`src/rtl/imem_arbiter.sv`:
```
// imem_arbiter: shares one instruction memory port between the fetch stage and
// the boot/program loader.
//
// The arbiter runs a three-state sequence. BOOT gives the memory to the loader
// only and holds the fetch stage. A single l_done pulse moves to DRAIN, which
// lasts one cycle so that a read still in flight can return. RUN then gives
// fetch priority. A loader that has waited STARVE_MAX consecutive RUN cycles
// gets one forced grant, and fetch is stalled for that cycle.
//
// Ports
//   clk, reset_n            clock; asynchronous active-low reset
//   f_req_i, f_addr_i       fetch read request and byte address
//   f_gnt_o                 fetch request accepted this cycle
//   f_rvalid_o, f_rdata_o   fetch read response (one cycle after grant)
//   l_req_i, l_we_i         loader request and write enable (0 = read-back)
//   l_addr_i, l_wdata_i     loader byte address and write data
//   l_done_i                loader finished (single-cycle pulse)
//   l_gnt_o                 loader request accepted this cycle
//   l_rvalid_o, l_rdata_o   loader read-back response
//   mem_en_o, mem_we_o      memory strobe and write enable
//   mem_addr_o, mem_wdata_o memory word-aligned address and write data
//   mem_rdata_i             memory read data, one cycle after a read strobe
//   fetch_hold_o            stalls the fetch stage (drives pc_write low)
//   boot_done_o             program image loaded, arbiter in RUN
//   load_count_o            saturating count of accepted loader writes
module imem_arbiter #(
    parameter int STARVE_MAX = 8,
    parameter int CNT_W      = 16
) (
    input  logic             clk,
    input  logic             reset_n,
    input  logic             f_req_i,
    input  logic [31:0]      f_addr_i,
    output logic             f_gnt_o,
    output logic             f_rvalid_o,
    output logic [31:0]      f_rdata_o,
    input  logic             l_req_i,
    input  logic             l_we_i,
    input  logic [31:0]      l_addr_i,
    input  logic [31:0]      l_wdata_i,
    input  logic             l_done_i,
    output logic             l_gnt_o,
    output logic             l_rvalid_o,
    output logic [31:0]      l_rdata_o,
    output logic             mem_en_o,
    output logic             mem_we_o,
    output logic [31:0]      mem_addr_o,
    output logic [31:0]      mem_wdata_o,
    input  logic [31:0]      mem_rdata_i,
    output logic             fetch_hold_o,
    output logic             boot_done_o,
    output logic [CNT_W-1:0] load_count_o
);
    localparam logic [1:0] S_BOOT  = 2'd0;
    localparam logic [1:0] S_DRAIN = 2'd1;
    localparam logic [1:0] S_RUN   = 2'd2;

    // Wide enough to hold STARVE_MAX, and at least one bit when STARVE_MAX is 0.
    localparam int               SW         = $clog2(STARVE_MAX + 2);
    localparam logic [SW-1:0]    STARVE_LIM = SW'(STARVE_MAX);
    localparam logic [CNT_W-1:0] CNT_ONE    = CNT_W'(1);

    logic [1:0]       state_q, state_d;
    logic [SW-1:0]    starve_q, starve_d;
    // Owner tag of the read issued last cycle: bit 0 = fetch, bit 1 = loader.
    logic [1:0]       owner_q, owner_d;
    logic [31:0]      f_rdata_q, l_rdata_q;
    logic [CNT_W-1:0] load_count_q, load_count_d;

    logic in_boot, in_run, starved, forced;
    logic unused_addr_bits;

    assign unused_addr_bits = ^{f_addr_i[1:0], l_addr_i[1:0]};

    always_comb begin
        in_boot = state_q == S_BOOT;
        in_run  = state_q == S_RUN;
        starved = starve_q == STARVE_LIM;
        // The reset gate keeps the loader from being granted while reset is held,
        // even though BOOT would otherwise pass l_req straight through.
        l_gnt_o = reset_n & l_req_i & (in_boot | (in_run & (~f_req_i | starved)));
        f_gnt_o = reset_n & in_run & f_req_i & ~l_gnt_o;
        // A loader grant in RUN while fetch is also requesting can only be the
        // starvation override, so fetch stalls for exactly that cycle.
        forced       = in_run & l_gnt_o & f_req_i;
        fetch_hold_o = ~in_run | forced;
        boot_done_o  = in_run;
        mem_en_o     = f_gnt_o | l_gnt_o;
        mem_we_o     = l_gnt_o & l_we_i;
        mem_addr_o   = l_gnt_o ? {l_addr_i[31:2], 2'b00} :
                       f_gnt_o ? {f_addr_i[31:2], 2'b00} : 32'd0;
        mem_wdata_o  = l_wdata_i;
        state_d      = in_boot ? (l_done_i ? S_DRAIN : S_BOOT) : S_RUN;
        starve_d     = (in_run & l_req_i & ~l_gnt_o) ?
                       (starved ? starve_q : starve_q + SW'(1)) : '0;
        owner_d      = {l_gnt_o & ~l_we_i, f_gnt_o};
        load_count_d = (mem_we_o & ~&load_count_q) ? load_count_q + CNT_ONE : load_count_q;
        // Memory data arrives in the same cycle as the registered valid. It is
        // forwarded directly, and the hold register keeps it for later cycles.
        f_rvalid_o   = owner_q[0];
        l_rvalid_o   = owner_q[1];
        f_rdata_o    = owner_q[0] ? mem_rdata_i : f_rdata_q;
        l_rdata_o    = owner_q[1] ? mem_rdata_i : l_rdata_q;
        load_count_o = load_count_q;
    end

    always_ff @(posedge clk or negedge reset_n) begin
        if (!reset_n) begin
            state_q      <= S_BOOT;
            starve_q     <= '0;
            owner_q      <= '0;
            f_rdata_q    <= '0;
            l_rdata_q    <= '0;
            load_count_q <= '0;
        end else begin
            state_q      <= state_d;
            starve_q     <= starve_d;
            owner_q      <= owner_d;
            f_rdata_q    <= f_rdata_o;
            l_rdata_q    <= l_rdata_o;
            load_count_q <= load_count_d;
        end
    end
endmodule

```
`config.mk`:
```
export PLATFORM = sky130hd
export DESIGN_NAME = imem_arbiter
export DESIGN_NICKNAME = d
export VERILOG_FILES = /design/src/rtl/imem_arbiter.sv
export SDC_FILE = /design/constraint.sdc
export NUM_CORES = 1
export LEC_CHECK = 0
export ABC_AREA = 1
export CAP_MARGIN = 20
export CORE_MARGIN = 2
export CORE_UTILIZATION = 38
export CTS_BUF_LIST = sky130_fd_sc_hd__clkbuf_4
export CTS_CLUSTER_DIAMETER = 80
export CTS_CLUSTER_SIZE = 10
export DETAILED_ROUTE_END_ITERATION = 16
export GPL_TIMING_DRIVEN = 1
export PLACE_DENSITY = 0.8
export SLEW_MARGIN = 25
export SYNTH_ARGS = -nofsm -noshare
export SYNTH_HDL_FRONTEND = slang
export SYNTH_SLANG_ARGS = --single-unit
export TNS_END_PERCENT = 50
```
`constraint.sdc`:
```
create_clock -name clk -period 2.4 [get_ports clk]
set_clock_uncertainty 0.1 [all_clocks]
set_input_delay 0.72 -clock clk [delete_from_list [all_inputs] [get_ports clk]]
set_output_delay 0.72 -clock clk [all_outputs]
set_load 0.01 [all_outputs]
```
# ---- Word-level counts from Yosys, hierarchy flattened
# Index checks and enable logic that the tools add are counted.
dict set report word_totals {
  ff_bits 88
  elab_cells 43
}
dict set report op_classes {
  add_sub_neg 2
  n_eq_ne 3
  mux 8
  n_bitwise 21
  reduce_logical 3
}
# op count
set op_table {}
lappend op_table {{2-to-1 mux 32 bit} 4}
lappend op_table {{adder 16 x 1 -> 16 bit (second input constant)} 1}
lappend op_table {{AND reduction 16 bit} 1}
lappend op_table {{bitwise AND 1 bit} 13}
lappend op_table {{2-to-1 mux 4 bit} 2}
lappend op_table {{adder 4 x 1 -> 4 bit (second input constant)} 1}
lappend op_table {{== test 4 bit (second input constant)} 1}
lappend op_table {{NOT 1 bit} 4}
lappend op_table {{bitwise OR 1 bit} 4}
lappend op_table {{== test 2 bit (second input constant)} 1}
lappend op_table {{logical NOT 2 bit} 1}
lappend op_table {{2-to-1 mux 2 bit} 1}
lappend op_table {{inequality test 2 bit (second input constant)} 1}
lappend op_table {{logical NOT 1 bit} 1}
lappend op_table {{2-to-1 mux 1 bit} 1}

# ---- Depth between registers and ports, before layout
# Gate-level depths: netlist of run 1.
dict set report depth {
  depth_word 9
  depth_mapped 10
  depth_no_buf 9
}

# ---- Worst setup path after synthesis of run 1
# Ideal clock, no wire load.
dict set report synth_path {
  kind {input -> output}
  startpoint {input reset_n}
  endpoint {output mem_addr_o[22]}
  arrival_ns 1.519
  slack_ns 0.061
  stages 8
  path_buffers 1
  path_cell_list {nand2_1 -> nor2_1 -> nand2_1 -> nand2_1 -> inv_2 -> buf_4 -> nand2_1 -> nand2_1}
}
dict set report synth_between {
  elab_chain_cells 6
  word_cells_on_any_way 8
  classes_between {mux (2); bitwise (6)}
}
# element line
set synth_lines {}
lappend synth_lines {{start: declaration} 31} ;# input logic reset_n,
lappend synth_lines {{bitwise AND 1 bit (2 in series)} 81} ;# l_gnt_o = reset_n & l_req_i & (in_boot | (in_run & (~f_req_i | starved)));
lappend synth_lines {{NOT 1 bit} 82} ;# f_gnt_o = reset_n & in_run & f_req_i & ~l_gnt_o;
lappend synth_lines {{bitwise AND 1 bit (*)} 82}
lappend synth_lines {{named net f_gnt_o} 34} ;# output logic f_gnt_o,
lappend synth_lines {{2-to-1 mux 32 bit (*)} 91} ;# f_gnt_o ? {f_addr_i[31:2], 2'b00} : 32'd0;
lappend synth_lines {{2-to-1 mux 32 bit (*)} 90} ;# mem_addr_o = l_gnt_o ? {l_addr_i[31:2], 2'b00} :
lappend synth_lines {{end: declaration} 47} ;# output logic [31:0] mem_addr_o,
# The timed path passes the listed nets; every way through them passes the cells marked *.

# ---- Worst setup path after layout of run 1
dict set report layout_path {
  startpoint {register starve_q[0]}
  endpoint {output mem_addr_o[3]}
}
dict set report layout_between {
  elab_chain_cells 9
}
# element line
set layout_lines {}
lappend layout_lines {{start: declaration} 64} ;# logic [SW-1:0] starve_q, starve_d;
lappend layout_lines {{start signal: assignment} 117} ;# starve_q <= starve_d;
lappend layout_lines {{== test 4 bit (*)} 78} ;# starved = starve_q == STARVE_LIM;
lappend layout_lines {{bitwise OR 1 bit (*)} 81}
lappend layout_lines {{bitwise AND 1 bit (*)} 81}
lappend layout_lines {{bitwise OR 1 bit (*)} 81}
lappend layout_lines {{bitwise AND 1 bit (*)} 81}
lappend layout_lines {{NOT 1 bit} 82}
lappend layout_lines {{bitwise AND 1 bit} 82}
lappend layout_lines {{2-to-1 mux 32 bit} 91}
lappend layout_lines {{2-to-1 mux 32 bit (*)} 90}
# Every way passes the cells marked *; elsewhere a longest branch is shown, timed or not.

==> results of run 1 <==
[layer usage]
metal | vias up | share of wire [%] | GRT usage, %
met5 | - | 0 | 0
met4 | 0 | 2.4 | 8.46
met3 | 32 | 6.3 | 5.13
met2 | 219 | 55 | 46.0
met1 | 2079 | 36 | 24.9
li1 | 1964 | - | -
[cells in the final DEF, fill, tap and decap left out, types with 5 or more instances in the layout]
| cell type | n |
|---|---|
| buf_6 | 118 |
| clkdlybuf4s50_1 | 108 |
| nand2_1 | 103 |
| dfrtp_1 | 86 |
| mux2_4 | 59 |
| nand2_2 | 41 |
| buf_4 | 33 |
| nand2_4 | 25 |
| buf_2 | 21 |
| nor2_1 | 19 |
| inv_1 | 17 |
| clkbuf_4 | 9 |
| xor2_1 | 8 |
| buf_12 | 8 |
| o21ai_2 | 7 |
| inv_2 | 6 |
| nor2_4 | 6 |
| nand3_1 | 6 |
| dlygate4sd2_1 | 5 |
[synthesized netlist by cell type, types with 2 or more instances]
| library cell | instances | share of area (%) |
|---|---|---|
| ha_1 | 3 | 0.84 |
| mux2_2 | 60 | 15 |
| clkbuf_1 | 2 | 0.17 |
| xor2_1 | 9 | 1.8 |
| inv_2 | 5 | 0.42 |
| nand3_1 | 6 | 0.67 |
| inv_1 | 20 | 1.7 |
| nor2_4 | 4 | 1.0 |
| nand4_1 | 4 | 0.56 |
| dfrtp_1 | 88 | 49 |
| nand2_2 | 6 | 0.84 |
| o21ai_0 | 5 | 0.56 |
| buf_4 | 38 | 6.4 |
| buf_2 | 8 | 0.90 |
| nand2_1 | 162 | 14 |
| o21ai_2 | 6 | 1.2 |
| mux2_1 | 4 | 1.0 |
| nor2_1 | 21 | 1.8 |
[state kept, by name, indices dropped and copies added (netlist names)]
signal / count
f_rdata_q: 32
l_rdata_q: 32
load_count_o: 16
starve_q: 4
owner_q: 2
state_q: 2
[what timing repair did]
item                       4_1_cts  5_1_grt
setup buffers                   38       27
pin swaps                       20       29
setup endpoints to repair      102      103
cloned                           6        5
gates resized for setup        547      163
[kinds of logic (layout without fill, tap and decap cells)]
| family | count (synthesis) | in the layout |
|---|---|---|
| DFF | 88 | 88 |
| muxes | 64 | 64 |
| other | 1 | 2 |
| xor gates and xnor gates | 10 | 10 |
| AOI/OAI and AO/OA | 12 | 12 |
| buffers and inverters | 75 | 348 |
| and+or+nand+nor | 209 | 209 |
| adders and majority gates | 3 | 3 |
[through the flow]
stage | worst slack (ns) | TNS (ns)
3_5_place_dp | -1.06 | -55.17
6_report | -0.412 | -16.98
3_3_place_gp | -0.951 | -51.18
4_1_cts | -0.394 | -19.82
5_1_grt | -0.457 | -22.57
2_1_floorplan | 0.0608 | 0
[final cells by class]
type	count	share of cell area (%)
Timing Repair Buffer	306	39.3
Multi-Input combinational cell	300	28.7
Sequential cell	88	26.9
Tap cell	143	2.18
Inverter	25	1.36
Clock buffer	9	0.824
Clock inverter	7	0.580
Timing Repair inverter	1	0.198
[power by group]
group	switching, mW	total [mW]	internal (mW)
Clock	0.539	0.750	0.211
Sequential	0.180	1.99	1.81
Combinational	0.972	2.36	1.39
[final timing paths]
path / start / cells after the start / slack (ns) / end
worst max-delay path: starve_q[0] / 12 / -0.41 / mem_addr_o[3]
worst min-delay path: reset_n / 2 / 0.1 / state_q[1]
worst max register to register: starve_q[0] / 20 / -0.39 / starve_q[0]
worst min register to register: l_rdata_q[17] / 1 / 0.42 / l_rdata_q[17]
max in group asynchronous: reset_n / 3 / 0.87 / owner_q[0]
min in group clk: l_rdata_q[17] / 1 / 0.42 / l_rdata_q[17]
==> impl_results.md, run 1 <==
- Run status: finished with violations
- Violated checks: negative setup slack
- Leakage: 4.03 nW
- Die Area: approximately 13,000 sq um
- Critical path class: reg2out
- GRT overflow: 0
- Rows: 39
- Final cell count without fillers: a little under 900
- WL final: roughly 17,000 um
- Final Max Tran Viols: 0
- XOR/XNOR Fraction of Synth Area: 1.96%
- Routability congestion estimate: 0.910
- Most used flip-flop cell after synthesis: dfrtp_1
- Clk root buf: clkbuf_4
- Async S/R FF share, synth: 100%
- Post-synthesis mux area share: 16.1%
- Synthesized instance count: between 400 and 500
- Total power: about 5.1 mW
- CTS tree: built
- Vias in the first global route: about 4,400
- Maxcap violations: 0
- Area taken by multi-input logic gates: between 2000 and 2500 sq um
- Iteration-0 DRC Markers: between 200 and 250
- CTS clk-pin slew, worst paths: 0.15 ns
- Crit start category: register
- Fin Hold WS: roughly 0.1 ns
- Slew HR: 49.0%
- Syn. warnings: 0
- Worst Path Max Fanout: 6
- Final setup margin: -0.412 ns
- Initial antenna violation count: 0
- Seq. cell area: around 2200 sq um
- Main combinational cell family by area after synthesis: simple AND/OR/NAND/NOR gates
- Die W: 112 um
- CTS Sinks: 88
- Area after DPL: about 6700 sq um
- Final count of hold timing violations: 0
- Layout area overhead: 83.5%
- Worst slew pin tran: approximately 0.76 ns
- Synthesized area per cell: around 9.7 sq um
- H-Tree Depth: 3
- Cell Pwr Density: 622 nW/um^2
- Drc violations: 0
- CP cell instances: inv_2 > ha_4 > nand3_4 > nand2_4 > nand2_4 > nand2_4 > inv_6 > buf_12 > buf_16 > nand2_2 > nand2_2 > buf_6
- Vias per cell: slightly below 5
- # fillers: around 740
- HP Class: in2async
- VDD IR-drop max: 0.000493 V
- Post-synth cell types: 29
- CP Buf/Inv Count: 5
- DRT antenna net count: 0
- Layout Utilization: 71.5%
- Die H: 112 um
- FMAX: about 360 MHz
- Core area: roughly 11,000 sq um
- Yosys reg bits: a little under 90
- Worst Path Required: approximately 1.6 ns
- CP peak stage delay: 0.43 ns
- Clk_lat worst skew: 0.44 ns
- Complex-gate fraction of the synthesized area: under 10%
- Crit. End Element: output port
- Initial Util: between 30% and 40%
- Final period util: 117%
- Largest net degree at the start of global routing: between 60 and 70
- Design Area, Final: about 8000 sq um
- Seq/Total Area, Yosys: between 40% and 50%
- Longest Clk Path Bufs: 2
- Most common cell on crit path: nand2_4
- Synth Cell Area: between 4000 and 5000 sq um
- DP HPWL: between 10,000 and 15,000 um
- CP delay by family, top: buffers and inverters
- Setup violators final: 98
- Number of I/O port buffers: between 200 and 250
- Num CTS Buffers: 9
- Post-synth EDFFs: 0
- GRT Total Usage: a little under a quarter
- # hold bufs at CTS: 0
- CP Data Arrival Time: between 1.5 and 2 ns
- N_diodes: 0
- RSZ-0062 raised after global routing: true
- First-pass GRT wire length: about 23,000 um
- Via count: 4,294
- Slowest library cell on the worst path: dfrtp_1
- Placed Instances: ~790
- Nets: just under 900
- Drt pass-1 iters: 4
- Routed len/inst: between 15 and 20 um
- Post-Synth Simple-Gate Area: between 10% and 20%
- Top Ports: roughly 290
- Post-route minimum period: 2.81 ns
- Adder-cell area share of the yosys netlist: less than 1%
- Share of cells above drive strength 1: approximately half
No activity file was read; power rests on OpenSTA's default activity.
==> run 2, diff against run 1 <==
--- a/config.mk
+++ b/config.mk
@@ -8,13 +8,13 @@
 export ABC_AREA = 1
 export CAP_MARGIN = 20
 export CORE_MARGIN = 2
-export CORE_UTILIZATION = 38
+export CORE_UTILIZATION = 30
 export CTS_BUF_LIST = sky130_fd_sc_hd__clkbuf_4
 export CTS_CLUSTER_DIAMETER = 80
 export CTS_CLUSTER_SIZE = 10
 export DETAILED_ROUTE_END_ITERATION = 16
 export GPL_TIMING_DRIVEN = 1
-export PLACE_DENSITY = 0.8
+export PLACE_DENSITY = 0.65
 export SLEW_MARGIN = 25
 export SYNTH_ARGS = -nofsm -noshare
 export SYNTH_HDL_FRONTEND = slang
==> run 2 against run 1 <==
The run still ends with negative setup slack left. Worst hold slack better by 0.084 ns. Non-clock buffer count down 11. Power up 3.9%. Critical path depth down 2. Wire length down 3.5%. Sequential power about the same. Critical endpoint is now mem_addr_o[15].
==> impl_results.md, run 2 (synthesis gave the netlist of run 1 again) <==
- Run status: finished with violations
- Violated checks: negative setup slack
- Clk_lat worst skew: around 0.42 ns
- CP cell instances: clkdlybuf4s15_1 > nand2_1 > buf_4 > nor2_4 > nand2_4 > inv_8 > buf_8 > nand2_1 > nand2_1 > buf_2
- Drt pass-1 iters: 4
- Final setup margin: -0.304 ns
- HP Class: in2async
- Top Ports: about 290
- Initial Util: 30.8%
- Largest net degree at the start of global routing: slightly above 60
- Die Area: between 15,000 and 20,000 sq um
- Die W: between 100 and 150 um
- WL final: roughly 16,000 um
- # hold bufs at CTS: 0
- Most common cell after layout, fill and taps aside: clkdlybuf4s50_1
- Final count of hold timing violations: 0
- H-Tree Depth: 3
- Die H: between 100 and 150 um
- Total negative slack: -15.70 ns
- Leakage: 3.89 nW
- Design Area, Final: about 8000 sq um
- Rows: 44
- Post-route minimum period: about 2.7 ns
- Crit. End Element: output port
- Maxcap violations: 0
- Area after DPL: 6760 sq um
- CTS tree: built
- Most common cell on crit path: nand2_1
- Final period util: 113%
- GRT Total Usage: a little under a fifth
- Final cell count without fillers: 908
- Routed len/inst: 17.8 um
- Share of cells above drive strength 1: about 49%
- Vias per cell: 4.50
- CP peak stage delay: 0.21 ns
- Setup violators final: approximately 90
- Nets: about 860
- Core area: ~15,000 sq um
- Total power: 5.30 mW
- RSZ-0062 raised after global routing: true
- Clk root buf: clkbuf_4
- Placed Instances: 840
- Crit path from: f_req_i
- Num CTS Buffers: 9
- Layout area overhead: 81.6%
- Worst slew pin tran: 0.750 ns
- Initial antenna violation count: 1
- Slowest library cell on the worst path: clkdlybuf4s15_1
- Critical path class: in2out
- Worst Path Required: 1.58 ns
- Layout Utilization: 55.9%
- GRT overflow: 0
- Routability congestion estimate: between 0.8 and 0.9
- FMAX: ~370 MHz
- Cell Pwr Density: between 600 and 700 nW/um^2
- Fin Hold WS: 0.182 ns
- CTS clk-pin slew, worst paths: roughly 0.14 ns
- Worst Path Max Fanout: 7
- FF-to-FF Start: starve_q[0]
- CP Data Arrival Time: around 1.9 ns
- Drc violations: 0
- Crit start category: input pin
- Final Max Tran Viols: 0
- Most frequent cells in the layout: clkdlybuf4s50_1, buf_6, nand2_1, dfrtp_1, mux2_4
- Vias in the first global route: about 4,100
- Via count: between 4,000 and 5,000
- Slew HR: between 40 and 50%
- Longest Clk Path Bufs: 2
- CTS Sinks: 88
- VDD IR-drop max: between 0.0003 and 0.0004 V
- First-pass GRT wire length: around 23,000 um
- DP HPWL: roughly 11,000 um
- Number of I/O port buffers: ~220
- DRT antenna net count: 0
- Place WS: -1.04 ns
- Iteration-0 DRC Markers: approximately 150
==> run 2: cell types whose count changed in the layout (fill, tap and decap cells not counted), moves of 5 or more <==
cell / previous run / this run
buf_2: 21 / 8
buf_4: 33 / 44
buf_6: 118 / 109
nand2_2: 41 / 46
nand2_4: 25 / 18
==> run 2: critical path, delay by kind of cell <==
| kind | cells | cell delay (ns) |
|---|---|---|
| buffers and inverters | 5 | 0.75 |
| and+or+nand+nor | 5 | 0.41 |
==> run 2: path summary, 6_finish.rpt <==
check                                       end  slack [ns]  depth (start not counted)
worst max-delay path             mem_addr_o[15]       -0.30                         10
worst min-delay path                 state_q[1]        0.18                          3
worst max register to register  load_count_o[6]        0.59                         12
worst min register to register     l_rdata_q[4]        0.41                          1
max in group asynchronous          l_rdata_q[2]        0.88                          3
min in group clk                   l_rdata_q[4]        0.41                          1
==> run 2: per-layer routing <==
metal	vias to the layer above	part of all wire [%]	global-route usage [%]
met5	-	0	0
met2	170	55	34.7
met1	1956	37	19.7
met3	13	6.2	5.01
li1	1943	-	-
met4	0	1.6	6.14
==> run 2: final cells by class <==
type / count / area, sq um
timing repair buffer: 295 / 3120
fill: 1281 / 6410
clock inverter: 6 / 85.1
clock buffer: 9 / 67.6
antenna: 1 / 2.50
multi-input combinational: 300 / 2310
tap: 184 / 230
sequential: 88 / 2210
inverter: 25 / 104
==> run 2: repair_timing <==
action                                  CTS  global route
pin swaps                                15            16
endpoints found under the setup margin  102           103
setup buffers                            24            24
gates resized for setup                 477           216
cloned                                    6             3
==> run 2: power by group <==
group / internal [mW] / switching, mW / leakage (nW)
sequential: 1.81 / 0.162 / 1.07
clock: 0.414 / 0.504 / 0.0794
combinational: 1.45 / 0.954 / 2.74
total: 3.68 / 1.62 / 3.89
==> run 3, diff against run 2 <==
--- a/config.mk
+++ b/config.mk
@@ -8,13 +8,13 @@
 export ABC_AREA = 1
 export CAP_MARGIN = 20
 export CORE_MARGIN = 2
-export CORE_UTILIZATION = 30
+export CORE_UTILIZATION = 38
 export CTS_BUF_LIST = sky130_fd_sc_hd__clkbuf_4
 export CTS_CLUSTER_DIAMETER = 80
 export CTS_CLUSTER_SIZE = 10
 export DETAILED_ROUTE_END_ITERATION = 16
 export GPL_TIMING_DRIVEN = 1
-export PLACE_DENSITY = 0.65
+export PLACE_DENSITY = 0.8
 export SLEW_MARGIN = 25
 export SYNTH_ARGS = -nofsm -noshare
 export SYNTH_HDL_FRONTEND = slang
==> results of run 3 <==
The final DEF is identical to that of run 1; final timing and power are the same.
